===== src/rtl/eq_vote_tracker_if.sv =====
// Handshake and result bundle between the equality stage consumer and its
// neighbours: upstream valid/ready with the 25-bit equality vector, and
// downstream valid/ready with the per-sample statistics.
interface eq_vote_tracker_if #(
  parameter int STREAK_W = 8
);
  logic                in_valid;
  logic                in_ready;
  logic [24:0]         eq_vec;
  logic                out_valid;
  logic                out_ready;
  logic [4:0]          match_count;
  logic [2:0]          row0_agree;
  logic                consistent;
  logic                unanimous;
  logic [STREAK_W-1:0] streak;
  logic                alarm;

  // Producer/consumer side: drives the vector and accepts the statistics.
  modport master (
    output in_valid, eq_vec, out_ready,
    input  in_ready, out_valid, match_count, row0_agree,
           consistent, unanimous, streak, alarm
  );

  // Tracker side.
  modport slave (
    input  in_valid, eq_vec, out_ready,
    output in_ready, out_valid, match_count, row0_agree,
           consistent, unanimous, streak, alarm
  );
endinterface


===== src/rtl/eq_vote_tracker.sv =====
// Two-stage valid/ready tracker for the 5x5 pairwise-equality vector.
// Stage 1 captures the raw vector; stage 2 holds the registered statistics
// (popcounts, consistency, unanimity) plus a saturating streak of
// consecutive unanimous samples and a threshold alarm.
// Vector bit mapping: eq_vec[24-(5*i+j)] = (x_i == x_j), i,j in 0..4.
module eq_vote_tracker #(
  parameter int STREAK_W = 8,
  parameter int THRESH   = 4
) (
  input logic             clk,
  input logic             resetn,
  input logic             clear,
  eq_vote_tracker_if.slave bus
);

  // Diagonal positions (x_i == x_i) are bits 24, 18, 12, 6 and 0.
  localparam logic [24:0]         DIAG_MASK  = 25'b10000_01000_00100_00010_00001;
  localparam logic [STREAK_W-1:0] STREAK_MAX = {STREAK_W{1'b1}};
  localparam logic [STREAK_W-1:0] THRESH_V   = STREAK_W'(THRESH);

  logic                adv;
  logic                s1_valid;
  logic [24:0]         s1_vec;
  logic [24:0]         s1_vec_t;
  logic [4:0]          mc_next;
  logic [2:0]          row0_next;
  logic                cons_next;
  logic                unan_next;
  logic [STREAK_W-1:0] streak_next;
  logic                alarm_next;

  logic                out_valid_q;
  logic [4:0]          match_count_q;
  logic [2:0]          row0_q;
  logic                cons_q;
  logic                unan_q;
  logic [STREAK_W-1:0] streak_q;
  logic                alarm_q;

  // The whole pipe moves whenever the output slot is empty or being drained,
  // so in_ready depends only on registered state and out_ready.
  assign adv          = !out_valid_q || bus.out_ready;
  assign bus.in_ready = adv;

  assign bus.out_valid   = out_valid_q;
  assign bus.match_count = match_count_q;
  assign bus.row0_agree  = row0_q;
  assign bus.consistent  = cons_q;
  assign bus.unanimous   = unan_q;
  assign bus.streak      = streak_q;
  assign bus.alarm       = alarm_q;

  // Transpose the 5x5 equality matrix so symmetry becomes a plain compare.
  always_comb begin
    s1_vec_t = '0;
    for (int i = 0; i < 5; i++) begin
      for (int j = 0; j < 5; j++) begin
        s1_vec_t[24-(5*j+i)] = s1_vec[24-(5*i+j)];
      end
    end
  end

  // Statistics and next streak/alarm for the sample sitting in stage 1.
  always_comb begin
    mc_next   = '0;
    row0_next = '0;
    for (int k = 0; k < 25; k++) begin
      mc_next = mc_next + {4'b0000, s1_vec[k]};
    end
    for (int k = 20; k < 25; k++) begin
      row0_next = row0_next + {2'b00, s1_vec[k]};
    end
    cons_next = ((s1_vec & DIAG_MASK) == DIAG_MASK) && (s1_vec == s1_vec_t);
    unan_next = cons_next && (&s1_vec[24:20]);
    if (!unan_next) begin
      streak_next = '0;
    end else if (streak_q == STREAK_MAX) begin
      streak_next = STREAK_MAX;
    end else begin
      streak_next = streak_q + 1'b1;
    end
    alarm_next = (streak_next >= THRESH_V);
  end

  // Stage 1: capture the incoming vector; clear drops whatever is presented.
  always_ff @(posedge clk or negedge resetn) begin
    if (!resetn) begin
      s1_valid <= 1'b0;
      s1_vec   <= '0;
    end else if (clear) begin
      s1_valid <= 1'b0;
    end else if (adv) begin
      s1_valid <= bus.in_valid && adv;
      s1_vec   <= bus.eq_vec;
    end
  end

  // Stage 2: registered outputs; bubbles advance without touching the streak.
  always_ff @(posedge clk or negedge resetn) begin
    if (!resetn) begin
      out_valid_q   <= 1'b0;
      match_count_q <= '0;
      row0_q        <= '0;
      cons_q        <= 1'b0;
      unan_q        <= 1'b0;
      streak_q      <= '0;
      alarm_q       <= 1'b0;
    end else if (clear) begin
      out_valid_q <= 1'b0;
      streak_q    <= '0;
      alarm_q     <= 1'b0;
    end else if (adv) begin
      out_valid_q <= s1_valid;
      if (s1_valid) begin
        match_count_q <= mc_next;
        row0_q        <= row0_next;
        cons_q        <= cons_next;
        unan_q        <= unan_next;
        streak_q      <= streak_next;
        alarm_q       <= alarm_next;
      end
    end
  end

endmodule


===== src/flat_wrapper.sv =====
// flat-port wrapper written by rule: the top's interface ports become plain ports
module eq_vote_tracker_flat 
#(
  parameter int STREAK_W = 8,
  parameter int THRESH   = 4
)
  (clk, resetn, clear, bus_in_valid, bus_eq_vec, bus_out_ready, bus_in_ready, bus_out_valid, bus_match_count, bus_row0_agree, bus_consistent, bus_unanimous, bus_streak, bus_alarm);
  eq_vote_tracker_if #(.STREAK_W(STREAK_W)) bus_i ();
  input logic clk;
  input logic resetn;
  input logic clear;
  input wire logic [$bits(bus_i.in_valid)-1:0] bus_in_valid;
  input wire logic [$bits(bus_i.eq_vec)-1:0] bus_eq_vec;
  input wire logic [$bits(bus_i.out_ready)-1:0] bus_out_ready;
  output wire logic [$bits(bus_i.in_ready)-1:0] bus_in_ready;
  output wire logic [$bits(bus_i.out_valid)-1:0] bus_out_valid;
  output wire logic [$bits(bus_i.match_count)-1:0] bus_match_count;
  output wire logic [$bits(bus_i.row0_agree)-1:0] bus_row0_agree;
  output wire logic [$bits(bus_i.consistent)-1:0] bus_consistent;
  output wire logic [$bits(bus_i.unanimous)-1:0] bus_unanimous;
  output wire logic [$bits(bus_i.streak)-1:0] bus_streak;
  output wire logic [$bits(bus_i.alarm)-1:0] bus_alarm;
  assign bus_i.in_valid = bus_in_valid;
  assign bus_i.eq_vec = bus_eq_vec;
  assign bus_i.out_ready = bus_out_ready;
  assign bus_in_ready = bus_i.in_ready;
  assign bus_out_valid = bus_i.out_valid;
  assign bus_match_count = bus_i.match_count;
  assign bus_row0_agree = bus_i.row0_agree;
  assign bus_consistent = bus_i.consistent;
  assign bus_unanimous = bus_i.unanimous;
  assign bus_streak = bus_i.streak;
  assign bus_alarm = bus_i.alarm;
  eq_vote_tracker #(.STREAK_W(STREAK_W), .THRESH(THRESH)) u_core (.clk(clk), .resetn(resetn), .clear(clear), .bus(bus_i));
endmodule

===== config.mk =====
export PLATFORM = sky130hd
export DESIGN_NAME = eq_vote_tracker_flat
export DESIGN_NICKNAME = d
export VERILOG_FILES = /design/src/rtl/eq_vote_tracker_if.sv /design/src/rtl/eq_vote_tracker.sv /design/src/flat_wrapper.sv
export SDC_FILE = /design/constraint.sdc
export NUM_CORES = 1
export LEC_CHECK = 0
export ABC_AREA = 0
export BUFFER_PORTS_ARGS = -buffer_cell sky130_fd_sc_hd__buf_2
export CAP_MARGIN = 10
export CORE_UTILIZATION = 40
export DETAILED_ROUTE_END_ITERATION = 7
export GPL_TIMING_DRIVEN = 0
export PLACE_DENSITY = 0.63
export SETUP_SLACK_MARGIN = 0.2
export SLEW_MARGIN = 10
export SYNTH_ARGS = -nofsm -noshare
export SYNTH_HDL_FRONTEND = slang
export SYNTH_SLANG_ARGS = --single-unit

===== constraint.sdc =====
create_clock -name clk -period 5.9 [get_ports clk]
set_input_delay 0.295 -clock clk [delete_from_list [all_inputs] [get_ports clk]]
set_output_delay 0.295 -clock clk [all_outputs]
set_load 0.01 [all_outputs]

### Word-level counts from Yosys, hierarchy flattened

Index checks and enable logic that the tools add are counted.

* bits in registers: 46
* input bits: 30
* output and inout port bits: 21
* logic and storage cells: 66

* add/sub/neg operators: 29
* magnitude comparators: 1
* eq/ne operators: 3
* multiplexer cells: 12
* bitwise operators: 1
* reduce and logical (&&, ||, !) cells: 11

Operators with widths (number)
* adder 5 x 1 -> 5 bit: 23
* 2-to-1 mux 8 bit: 5
* equality test 20 bit: 1
* adder 3 x 1 -> 3 bit: 3
* adder 8 x 1 -> 8 bit (second input constant): 1
* equality test 8 bit (second input constant): 1
* >= comparator 8 x 3 -> 1 bit (second input constant): 1
* 2-to-1 mux 1 bit: 7
* equality test 5 bit (second input constant): 1
* AND reduction 5 bit: 1
* adder 1 x 1 -> 2 bit: 2
* AND reduction 2 bit: 2
* nonzero test 2 bit: 2
* logical AND 1 bit: 3
* AND reduction 3 bit: 1
* logical NOT 1 bit: 1
* logical OR 1 bit: 1
* NOT 1 bit: 1

### Depth between registers and ports, before layout

* depth after elaboration: 24
* mapped depth: 15
* mapped depth without buffers: 15

### Worst setup path after synthesis

No wires, ideal clock.

* path kind: register -> register
* start point: register u_core.s1_vec[1]
* end point: register u_core.match_count_q[4], in the netlist u_core.bus.match_count[4]
* library setup time: 0.131 ns
* data arrival time: 4.101 ns
* data required time: 5.769 ns
* path slack: 1.669 ns
* cell stages (with the launch flop): 14
* path buffers: 0
* period minus slack after synthesis: 4.231 ns
* path through: dfrtp_1 -> ha_1 -> inv_1 -> fa_1 -> fa_1 -> fa_1 -> fa_1 -> fa_1 -> inv_1 -> ha_1 -> fa_1 -> a21o_1 -> a21oi_1 -> o21ai_0

* longest elaborated chain between the ends: 24

Ends and longest elaborated chain
* start: declaration: line eq_vote_tracker.sv:23 `logic [24:0] s1_vec;`
* start signal: assignment: line eq_vote_tracker.sv:94 `s1_vec <= bus.eq_vec;`
* adder 1 x 1 -> 2 bit: line eq_vote_tracker.sv:68 `mc_next = mc_next + {4'b0000, s1_vec[k]};`
* adder 5 x 1 -> 5 bit (23 in a row): line eq_vote_tracker.sv:68
* end signal: assignment: line eq_vote_tracker.sv:115 `match_count_q <= mc_next;`
* end: declaration: line eq_vote_tracker.sv:33 `logic [4:0] match_count_q;`

No other way between the ends.
A chain may end at the register's enable or synchronous reset.

### Final worst setup path

* start point: register u_core.s1_vec[0]
* end point: register u_core.match_count_q[4], in the netlist u_core.bus.match_count[4]

The elaborated chain is that of the path after synthesis.

==> impl_metrics.csv <==
group,metric,value,unit
grt,gr-total-overflow,0,
floorplanning,die_x,83.9,um
timing,max_freq,0.227,GHz
clocking,cts_inserted_buffers,5,
critical_path,cp.depth,13,
clocking,cts_tree,"built",
yosys,yosys.area.top_type,"dfrtp_1",
hold_path,hold_class,"in2async",
final_layout,drive_gt1_share,22.5,%
routing,drt_iter0_markers,40,
clocking,postCtsSetupBuffers,0,
critical_path,worstSetupEndpoint,"u_core.bus.match_count[4]",
yosys,synthTopCellsByArea,"dfrtp_1, fa_1, inv_1, o21ai_0, nand2_1",
power,p_leak,1.65,nW
critical_path,slowest_delay,0.55,ns
floorplanning,pin_count,51,
grt,track_usage,16.8,%
clocking,cts_hold_buf,0,
routing,firstDrtPassIters,6,
power,ir_drop,0.000222,V
critical_path,rr_startpoint,"u_core.s1_vec[0]",
final_layout,areaGrowthSynthToFinish,17.0,%
timing,fin_worst_skew,0.00638,ns
floorplanning,dieArea,7030,um^2
critical_path,worstSetupEndpointType,"flop",
clocking,clkSlewWorstSetupHoldPaths,0.08,ns
floorplanning,coreArea,6420,um^2
power,power.density,436,nW/um^2
grt,antenna_found_initial,0,
final_layout,final_nets,384,
routing,drc,4,
placed_design,io_buffers,50,
timing,slew_headroom,31.7,%
yosys,synth_ff_type,"dfrtp_1",
yosys,ys_seq_area_share,43.0,%
placed_design,place.gp.congestion,0.834,
placed_design,post-place-cells,394,
critical_path,crit_arrival,4.57,ns
critical_path,r2r-end,"u_core.bus.match_count[4]",
placed_design,hpwl,4.28,mm
critical_path,r2r_slack,1.50,ns
clocking,cts.repair.resized,0,
outcome,status,"complete, but fails checks",
clocking,clock_latency,0.30,ns
yosys,syn_area,2680,um^2
routing,ant_nets,0,
critical_path,setup.worst_path.start,"u_core.s1_vec[0]",
critical_path,setup.worst_path.start_class,"flop",
yosys,syn_inst,267,
critical_path,path_common_cell,"fa_1",
clocking,htree_num_levels,2,
yosys,ys.warnings.count,0,
floorplanning,die_height,83.9,um
clocking,cts_root_buf,"clkbuf_8",
critical_path,worstSetupPathType,"reg2reg",
yosys,post-synth-top-area-fraction,43.0,%
yosys,synth_seq_cells,46,
timing,period_needed,4.40,ns
yosys,syn_nets,327,
floorplanning,rows,29,
floorplanning,initial_core_util,41.7,%
yosys,synthTopCellsByCount,"inv_1, dfrtp_1, nand2_1",
critical_path,crit_slowest_cell,"fa_1",
routing,routed_via_density,4.85,
grt,grt_pass1_wl,9.24,mm
timing,maxSlewViolCount,0,
yosys,post-synth-top-count-cell,"inv_1",
critical_path,worstPathCellList,"ha_1 -> inv_1 -> fa_1 -> fa_1 -> fa_1 -> fa_1 -> fa_1 -> inv_1 -> ha_1 -> fa_1 -> a21o_1 -> a21oi_1 -> o21ai_0",
final_layout,final_cells,402,
critical_path,path_delay_family,"adder cells",
yosys,ys_async_sr_fraction,100,%
timing,post-route-period-util,74.5,%
grt,grt_start_max_net_pins,47,
critical_path,crit_required,6.08,ns
grt,grt_pass1_vias,1977,
routing,vias,1949,
yosys,synth_cell_types,25,
routing,routed_wl,5.40,mm
timing,grt_setup_unrepaired,"no",
critical_path,path_max_fanout,3,
job,maxCapViolations,0,
timing,hold_violations,0,
critical_path,worstPathBufferInverterCount,2,
routing,wl_per_cell,13.4,um
critical_path,reg2reg_depth,13,
final_layout,diodes,0,
timing,worst_pin_slew,1.02,ns
clocking,cts_num_sinks,46,
yosys,syn_avg_cell_area,10.0,um^2
timing,finalSetupViolations,0,
timing,tns,0,ns
yosys,synth-edff-count,0,
clocking,clockBufferDepth,2,
outcome,violations,"DRC",
[power breakdown]
group	internal (W)	leakage, nW	switching [W]
clock network	0.000118	0.0575	0.000107
logic	0.000358	1.01	0.000396
registers	0.000360	0.581	0.0000306
total	0.000836	1.65	0.000533
[logic make-up after synthesis]
group | synth area share (%)
fa+ha+maj | 19.6
compound gates | 9.71
xor+xnor | 3.92
flops | 43.0
buf+inv | 7.66
mux | 4.62
simple gates | 11.5
[how the worst min path moves through the flow]
stage,start,end,slack [ns],depth (start not counted)
after floorplan,resetn,u_core.bus.alarm,-0.0006,0
after global placement,u_core.bus.unanimous,u_core.bus.unanimous,0.46,2
after detailed placement,u_core.bus.unanimous,u_core.bus.unanimous,0.46,2
after CTS,clear,u_core.s1_valid,0.18,2
after global routing,clear,u_core.s1_valid,0.19,2
final,resetn,u_core.bus.row0_agree[2],0.17,1
[final cells by class]
class / instances / area [um^2]
Fill cell: 627 / 3290
Multi-Input combinational cell: 167 / 1320
Sequential cell: 46 / 1150
Timing Repair Buffer: 50 / 250
Inverter: 47 / 176
Clock buffer: 8 / 110
Tap cell: 77 / 96.3
Buffer: 7 / 28.8
[layout by cell type (no fill, tap or decap)]
master    instances
nor3_1            3
nand3_1           4
nor4_1            3
nor4_2            2
and3_1            1
nand2_1          35
a31oi_1           1
nor2b_1           3
nand4_1           3
nor2_1           11
or4_1             1
mux2_2           11
xnor2_1           1
dfrtp_1          46
clkbuf_8          8
ha_1             10
inv_1            47
xor2_1           11
buf_2            52
nand2b_1          1
clkbuf_1          5
a21o_1            5
o21ai_0          27
fa_1             20
o22a_1            3
a21oi_1          11
[per-layer routing]
| metal | GRT usage [%] | part of all wire [%] |
|---|---|---|
| met5 | 0 | 0 |
| met4 | 4.70 | 1.2 |
| met3 | 3.56 | 3.6 |
| met2 | 27.6 | 48 |
| met1 | 22.4 | 47 |
[per-stage QoR]
stage                     setup WS [ns]  total power [W]  cell area [um^2]  hold WS [ns]  utilization, %
after floorplan                    1.67         0.000988              2680     -0.000591               -
after global placement             1.54          0.00115              3030         0.455            47.1
after detailed placement           1.48          0.00116              3030         0.461            47.1
after CTS                          1.48          0.00140              3140         0.185            48.8
after global routing               1.32          0.00154              3140         0.186            48.8
final                              1.50          0.00137              3140         0.170            48.8
[flip-flops by register name, summed over array words and instances, names as in the netlist]
signal and count:
u_core.bus.alarm 1, u_core.bus.consistent 1, u_core.bus.match_count 5, u_core.bus.out_valid 1, u_core.bus.row0_agree 3, u_core.bus.streak 8
u_core.bus.unanimous 1, u_core.s1_valid 1, u_core.s1_vec 25
No activity file was read; power rests on OpenSTA's default activity.
